--- config.mk ---
export PLATFORM = sky130hd
export DESIGN_NAME = seg_scan_decoder
export DESIGN_NICKNAME = d
export VERILOG_FILES = /design/src/rtl/seg_scan_decoder.sv
export SDC_FILE = /design/constraint.sdc
export NUM_CORES = 1
export LEC_CHECK = 0
export ABC_AREA = 1
export BUFFER_PORTS_ARGS = -buffer_cell sky130_fd_sc_hd__buf_2
export CAP_MARGIN = 25
export CORE_AREA = 10 10 128 130
export DETAILED_ROUTE_END_ITERATION = 12
export DIE_AREA = 0 0 138 140
export MAX_ROUTING_LAYER = met4
export PLACE_DENSITY = 0.71
export SYNTH_ARGS = -nofsm -noshare
export SYNTH_HDL_FRONTEND = slang
export SYNTH_SLANG_ARGS = --single-unit
--- constraint.sdc ---
create_clock -name clk -period 6.4 [get_ports clk]
set_input_delay 0 -clock clk [delete_from_list [all_inputs] [get_ports clk]]
set_output_delay 0 -clock clk [all_outputs]
set_load 0.01 [all_outputs]
--- src/rtl/seg_scan_decoder.sv ---
// Recovers a 32-bit hex value from a multiplexed 7-segment display scan.
// Each digit must hold steady for STABLE_CYCLES sampled cycles before it is accepted.
//
// state   | meaning
// --------+---------------------------------------------------------------
// WAIT    | no digit selected (blank or multi-select scan pattern)
// COUNT   | a digit/segment pair is being qualified for stability
// HELD    | the current pair was accepted; waiting for the scan to move on
module seg_scan_decoder #(
    parameter int STABLE_CYCLES = 4
) (
    input  logic        clk,
    input  logic        reset,
    input  logic [6:0]  seg,
    input  logic [7:0]  ans,
    output logic [31:0] value,
    output logic        valid,
    output logic        bad_seg,
    output logic [7:0]  seen
);
    localparam logic [1:0] ST_WAIT  = 2'd0;
    localparam logic [1:0] ST_COUNT = 2'd1;
    localparam logic [1:0] ST_HELD  = 2'd2;
    localparam logic [7:0] CNT_TC   = 8'(STABLE_CYCLES);

    logic [6:0]  s_seg, ref_seg;
    logic [7:0]  s_ans, ref_ans, sel;
    logic [1:0]  state, state_n;
    logic [7:0]  cnt, cnt_n;
    logic [31:0] shadow, shadow_n;
    logic        onehot, same, load_ref, accept, is_hex;
    logic [3:0]  nib;

    // Returns {recognised, nibble}; patterns are active-low {g..a}.
    function automatic logic [4:0] hex_dec(input logic [6:0] p);
        case (p)
            7'h40: hex_dec = 5'h10;
            7'h79: hex_dec = 5'h11;
            7'h24: hex_dec = 5'h12;
            7'h30: hex_dec = 5'h13;
            7'h19: hex_dec = 5'h14;
            7'h12: hex_dec = 5'h15;
            7'h02: hex_dec = 5'h16;
            7'h78: hex_dec = 5'h17;
            7'h00: hex_dec = 5'h18;
            7'h10: hex_dec = 5'h19;
            7'h08: hex_dec = 5'h1A;
            7'h03: hex_dec = 5'h1B;
            7'h46: hex_dec = 5'h1C;
            7'h21: hex_dec = 5'h1D;
            7'h06: hex_dec = 5'h1E;
            7'h0E: hex_dec = 5'h1F;
            default: hex_dec = 5'h00;
        endcase
    endfunction

    assign sel    = ~s_ans;
    assign onehot = (sel != 8'h00) && ((sel & (sel - 8'd1)) == 8'h00);
    assign same   = (s_seg == ref_seg) && (s_ans == ref_ans);
    assign {is_hex, nib} = hex_dec(s_seg);

    always_comb begin
        state_n  = state;
        cnt_n    = cnt;
        load_ref = 1'b0;
        accept   = 1'b0;
        case (state)
            ST_WAIT: begin
                if (onehot) begin
                    state_n  = ST_COUNT;
                    cnt_n    = 8'd1;
                    load_ref = 1'b1;
                end
            end
            ST_COUNT: begin
                if (!onehot) begin
                    state_n = ST_WAIT;
                end else if (!same) begin
                    cnt_n    = 8'd1;
                    load_ref = 1'b1;
                end else begin
                    cnt_n = cnt + 8'd1;
                end
            end
            ST_HELD: begin
                if (!onehot) begin
                    state_n = ST_WAIT;
                end else if (!same) begin
                    state_n  = ST_COUNT;
                    cnt_n    = 8'd1;
                    load_ref = 1'b1;
                end
            end
            default: state_n = ST_WAIT;
        endcase
        // Accept on the cycle the count reaches the threshold, so a pair
        // held for exactly STABLE_CYCLES samples is taken.
        if (state_n == ST_COUNT && cnt_n == CNT_TC) begin
            accept  = 1'b1;
            state_n = ST_HELD;
        end
    end

    always_comb begin
        shadow_n = shadow;
        for (int i = 0; i < 8; i++) begin
            if (sel[i]) shadow_n[4*i +: 4] = nib;
        end
    end

    always_ff @(posedge clk or negedge reset) begin
        if (!reset) begin
            s_seg   <= 7'h7F;
            s_ans   <= 8'hFF;
            ref_seg <= 7'h7F;
            ref_ans <= 8'hFF;
            state   <= ST_WAIT;
            cnt     <= 8'd0;
            shadow  <= 32'h0;
            value   <= 32'h0;
            valid   <= 1'b0;
            bad_seg <= 1'b0;
            seen    <= 8'h00;
        end else begin
            s_seg   <= seg;
            s_ans   <= ans;
            state   <= state_n;
            cnt     <= cnt_n;
            valid   <= 1'b0;
            bad_seg <= 1'b0;
            if (load_ref) begin
                ref_seg <= s_seg;
                ref_ans <= s_ans;
            end
            if (accept) begin
                if (is_hex) begin
                    shadow <= shadow_n;
                    if ((seen | sel) == 8'hFF) begin
                        value <= shadow_n;
                        valid <= 1'b1;
                        seen  <= 8'h00;
                    end else begin
                        seen <= seen | sel;
                    end
                end else begin
                    bad_seg <= 1'b1;
                end
            end
        end
    end
endmodule

==> results.sh <==
export IMPL_syn_avg_cell_area_um2=7.56
export IMPL_fin_nets=895
export IMPL_die_width_um=138
export IMPL_cts_resized=0
export IMPL_dp_hpwl_um=10700
export IMPL_post_drt_wl_per_cell_um=14.5
export IMPL_yosysSeqAreaShare_pct=47.4
export IMPL_grt_total_usage_pct=16.4
export IMPL_rows=43
export IMPL_htreeDepth=4
export IMPL_vias=5404
export IMPL_slowest_delay_ns=0.64
export IMPL_final_cell_mix="nand2_1 (333), dfrtp_1 (84), nor2_1 (66), buf_2 (57), inv_1 (53)"
export IMPL_drtIter0Drc=536
export IMPL_post_route_period_util_pct=56.0
export IMPL_clock_skew_ns=0.0172
export IMPL_grt_pass1_wl_um=25900
export IMPL_hold_violations=0
export IMPL_yosysWarnings=0
export IMPL_ys_types=43
export IMPL_firstDrtPassIters=5
export IMPL_drc=0
export IMPL_cts_buffers=17
export IMPL_maxSlewHeadroom_pct=39.4
export IMPL_maxSlewViolCount=0
export IMPL_antenna_cells=0
export IMPL_die_area_um2=19300
export IMPL_place_port_buffers=58
export IMPL_setup_violations=0
export IMPL_p_leak_uw=0.00393
export IMPL_grt_overflow=0
export IMPL_rsz0062_at_grt="false"
export IMPL_synth_area_um2=6100
export IMPL_antenna_found_initial=0
export IMPL_place_inst=1018
export IMPL_clock_latency_ns=0.42
export IMPL_fmax_ghz=0.279
export IMPL_final_setup_tns_ns=0
export IMPL_start_kind="register"
export IMPL_vias_per_cell=5.07
export IMPL_hold_path_class="input pin to register"
export IMPL_pwr_density_cell_nw_per_um2=277
export IMPL_status="complete, no violations"
export IMPL_synth_top_cell_by_area="dfrtp_1"
export IMPL_period_needed_ns=3.59
export IMPL_peakVddDrop_v=0.000303
export IMPL_core_area_um2=13800
export IMPL_start_util_pct=44.3
export IMPL_dieHeight_um=140
export IMPL_synth_top_area_share_pct=34.5
export IMPL_worst_pin_slew_ns=0.906
export IMPL_clkTransAtPathRegs_ns=0.05
export IMPL_cp_required_ns=6.70
export IMPL_routed_wl_um=15500
export IMPL_stdcell_count=1066
export IMPL_cts_tree="yes"
export IMPL_synthToLayoutAreaGrowth_pct=18.6
export IMPL_ys_ff_latch=114
export IMPL_yosys_most_used_dff="dfrtp_1"
export IMPL_drv_cap=0
export IMPL_worst_path_max_delay_cell="dfstp_2"
export IMPL_synth_area_top_cells="dfrtp_1 (34%), nand2_1 (21%), dfstp_2 (13%), nand4_1 (4.7%), nand3_1 (4.2%)"
export IMPL_clk_path_buf_depth=2
export IMPL_grt_start_max_net_pins=72
export IMPL_syn_instance_count=806
export IMPL_path_max_fanout=59
export IMPL_crit_type="register to register"
export IMPL_synth_edf_count=0
export IMPL_cp_arrival_ns=3.88
export IMPL_clkSinkCount=114
export IMPL_fillCellCount=1358
export IMPL_end_kind="register"
export IMPL_synthArstFlopShare_pct=100
export IMPL_worstPathCellList="inv_2 > nand2_1 > nand2_1 > nor2_1 > nand2_1 > nor2_1 > nand2_2 > nand3_1 > nand3_1 > nor2_1 > nor2_1 > nor2_4 > nand3_2 > nor2_4 > buf_4 > nand2_1 > buf_4 > nand2_1 > nand2_1"
export IMPL_crit_top_cell="nand2_1"
export IMPL_cts_root_buf="clkbuf_16"
export IMPL_antenna_left=0
export IMPL_synth_fp_nets=828
export IMPL_num_io_pins=59
export IMPL_grt_pass1_vias=5101
export IMPL_drive_gt1_share_pct=19.6
export IMPL_gp_congestion=0.881
export IMPL_final_common_cell="nand2_1"
routing by layer:
| layer | track usage, % | part of all wire [%] | vias up |
|---|---|---|---|
| met5 | - | 0 | - |
| met4 | 4.16 | 1.0 | 0 |
| met3 | 4.16 | 5.4 | 15 |
| met2 | 25.1 | 47 | 135 |
| met1 | 21.3 | 47 | 2527 |
| li1 | - | - | 2727 |
sequential cells by signal, indices dropped and copies added, names as in the netlist:
register  flops
bad_seg       1
cnt           8
ref_ans       8
ref_seg       7
s_ans         8
s_seg         7
seen          8
shadow       32
state         2
valid         1
value        32
timing repair:
item | in CTS | in global routing
endpoints found under the hold margin | 57 | 0
buffers inserted | 0 | 0
hold buffers | 16 | 0
synth_stat cells, types with 2 or more instances:
master	number
nor4_1	6
ha_1	5
dfrtp_1	84
inv_1	53
inv_2	13
nor2_1	66
buf_6	2
nor2_2	2
nor2_4	5
dfstp_2	30
o21ai_0	17
nand4_1	46
nand2_2	10
clkbuf_1	9
buf_2	17
nand3_2	14
nor3_1	6
nand3b_1	2
o21ai_1	3
a31oi_1	8
a21oi_1	4
nand2_1	333
nand3_1	51
cell families after synthesis:
kind of cell | synth area share, %
AOI/OAI and AO/OA | 3.82
xor gates and xnor gates | 0.287
adders and majority gates | 1.03
buffers and inverters | 6.88
DFF | 47.4
and+or+nand+nor | 40.6
power by group:
group,switching (µW),leakage [µW],internal [µW]
Sequential,42.8,0.00149,794
Combinational,156,0.00216,80.4
Clock,327,0.000279,601
through the flow:
step / area, µm² / power, µW / hold WS, ns / utilization, % / worst slack [ns]
floorplan: 6100 / 1010 / -0.296 / - / 3.98
global placement: 6480 / 1070 / 0.106 / 47.1 / 2.91
detailed placement: 6480 / 1080 / 0.106 / 47.1 / 2.84
CTS: 7230 / 2010 / 0.212 / 52.5 / 2.82
global route: 7230 / 2100 / 0.232 / 52.5 / 2.45
finish: 7230 / 2000 / 0.222 / 52.5 / 2.81
final cells by class:
cell class / instances / area (µm²) / share of cell area (%)
inverter: 67 / 251 / 3.48
clock buffer: 23 / 478 / 6.61
sequential: 114 / 2890 / 40.0
timing repair buffer: 79 / 490 / 6.79
multi-input combinational: 594 / 2790 / 38.5
tap: 180 / 225 / 3.12
clock inverter: 9 / 106 / 1.47
worst max-delay path: cells and delay by family, from the launching register on:
family        cells  cell delay (ns)
simple gates     16             1.86
flops             1             0.64
buf+inv           3             0.93
final timing paths:
check / startpoint / to / slack, ns / cells past startpoint
worst max register to register: s_ans[5] / shadow[13] / 2.81 / 19
worst min register to register: value[9] / value[9] / 0.46 / 2
min in group asynchronous: reset / cnt[3] / 0.26 / 2
worst max-delay path: s_ans[5] / shadow[13] / 2.81 / 19
max in group asynchronous: reset / value[8] / 5.03 / 3
worst min-delay path: ans[3] / s_ans[3] / 0.22 / 2
(Power assumes the default switching activity.)
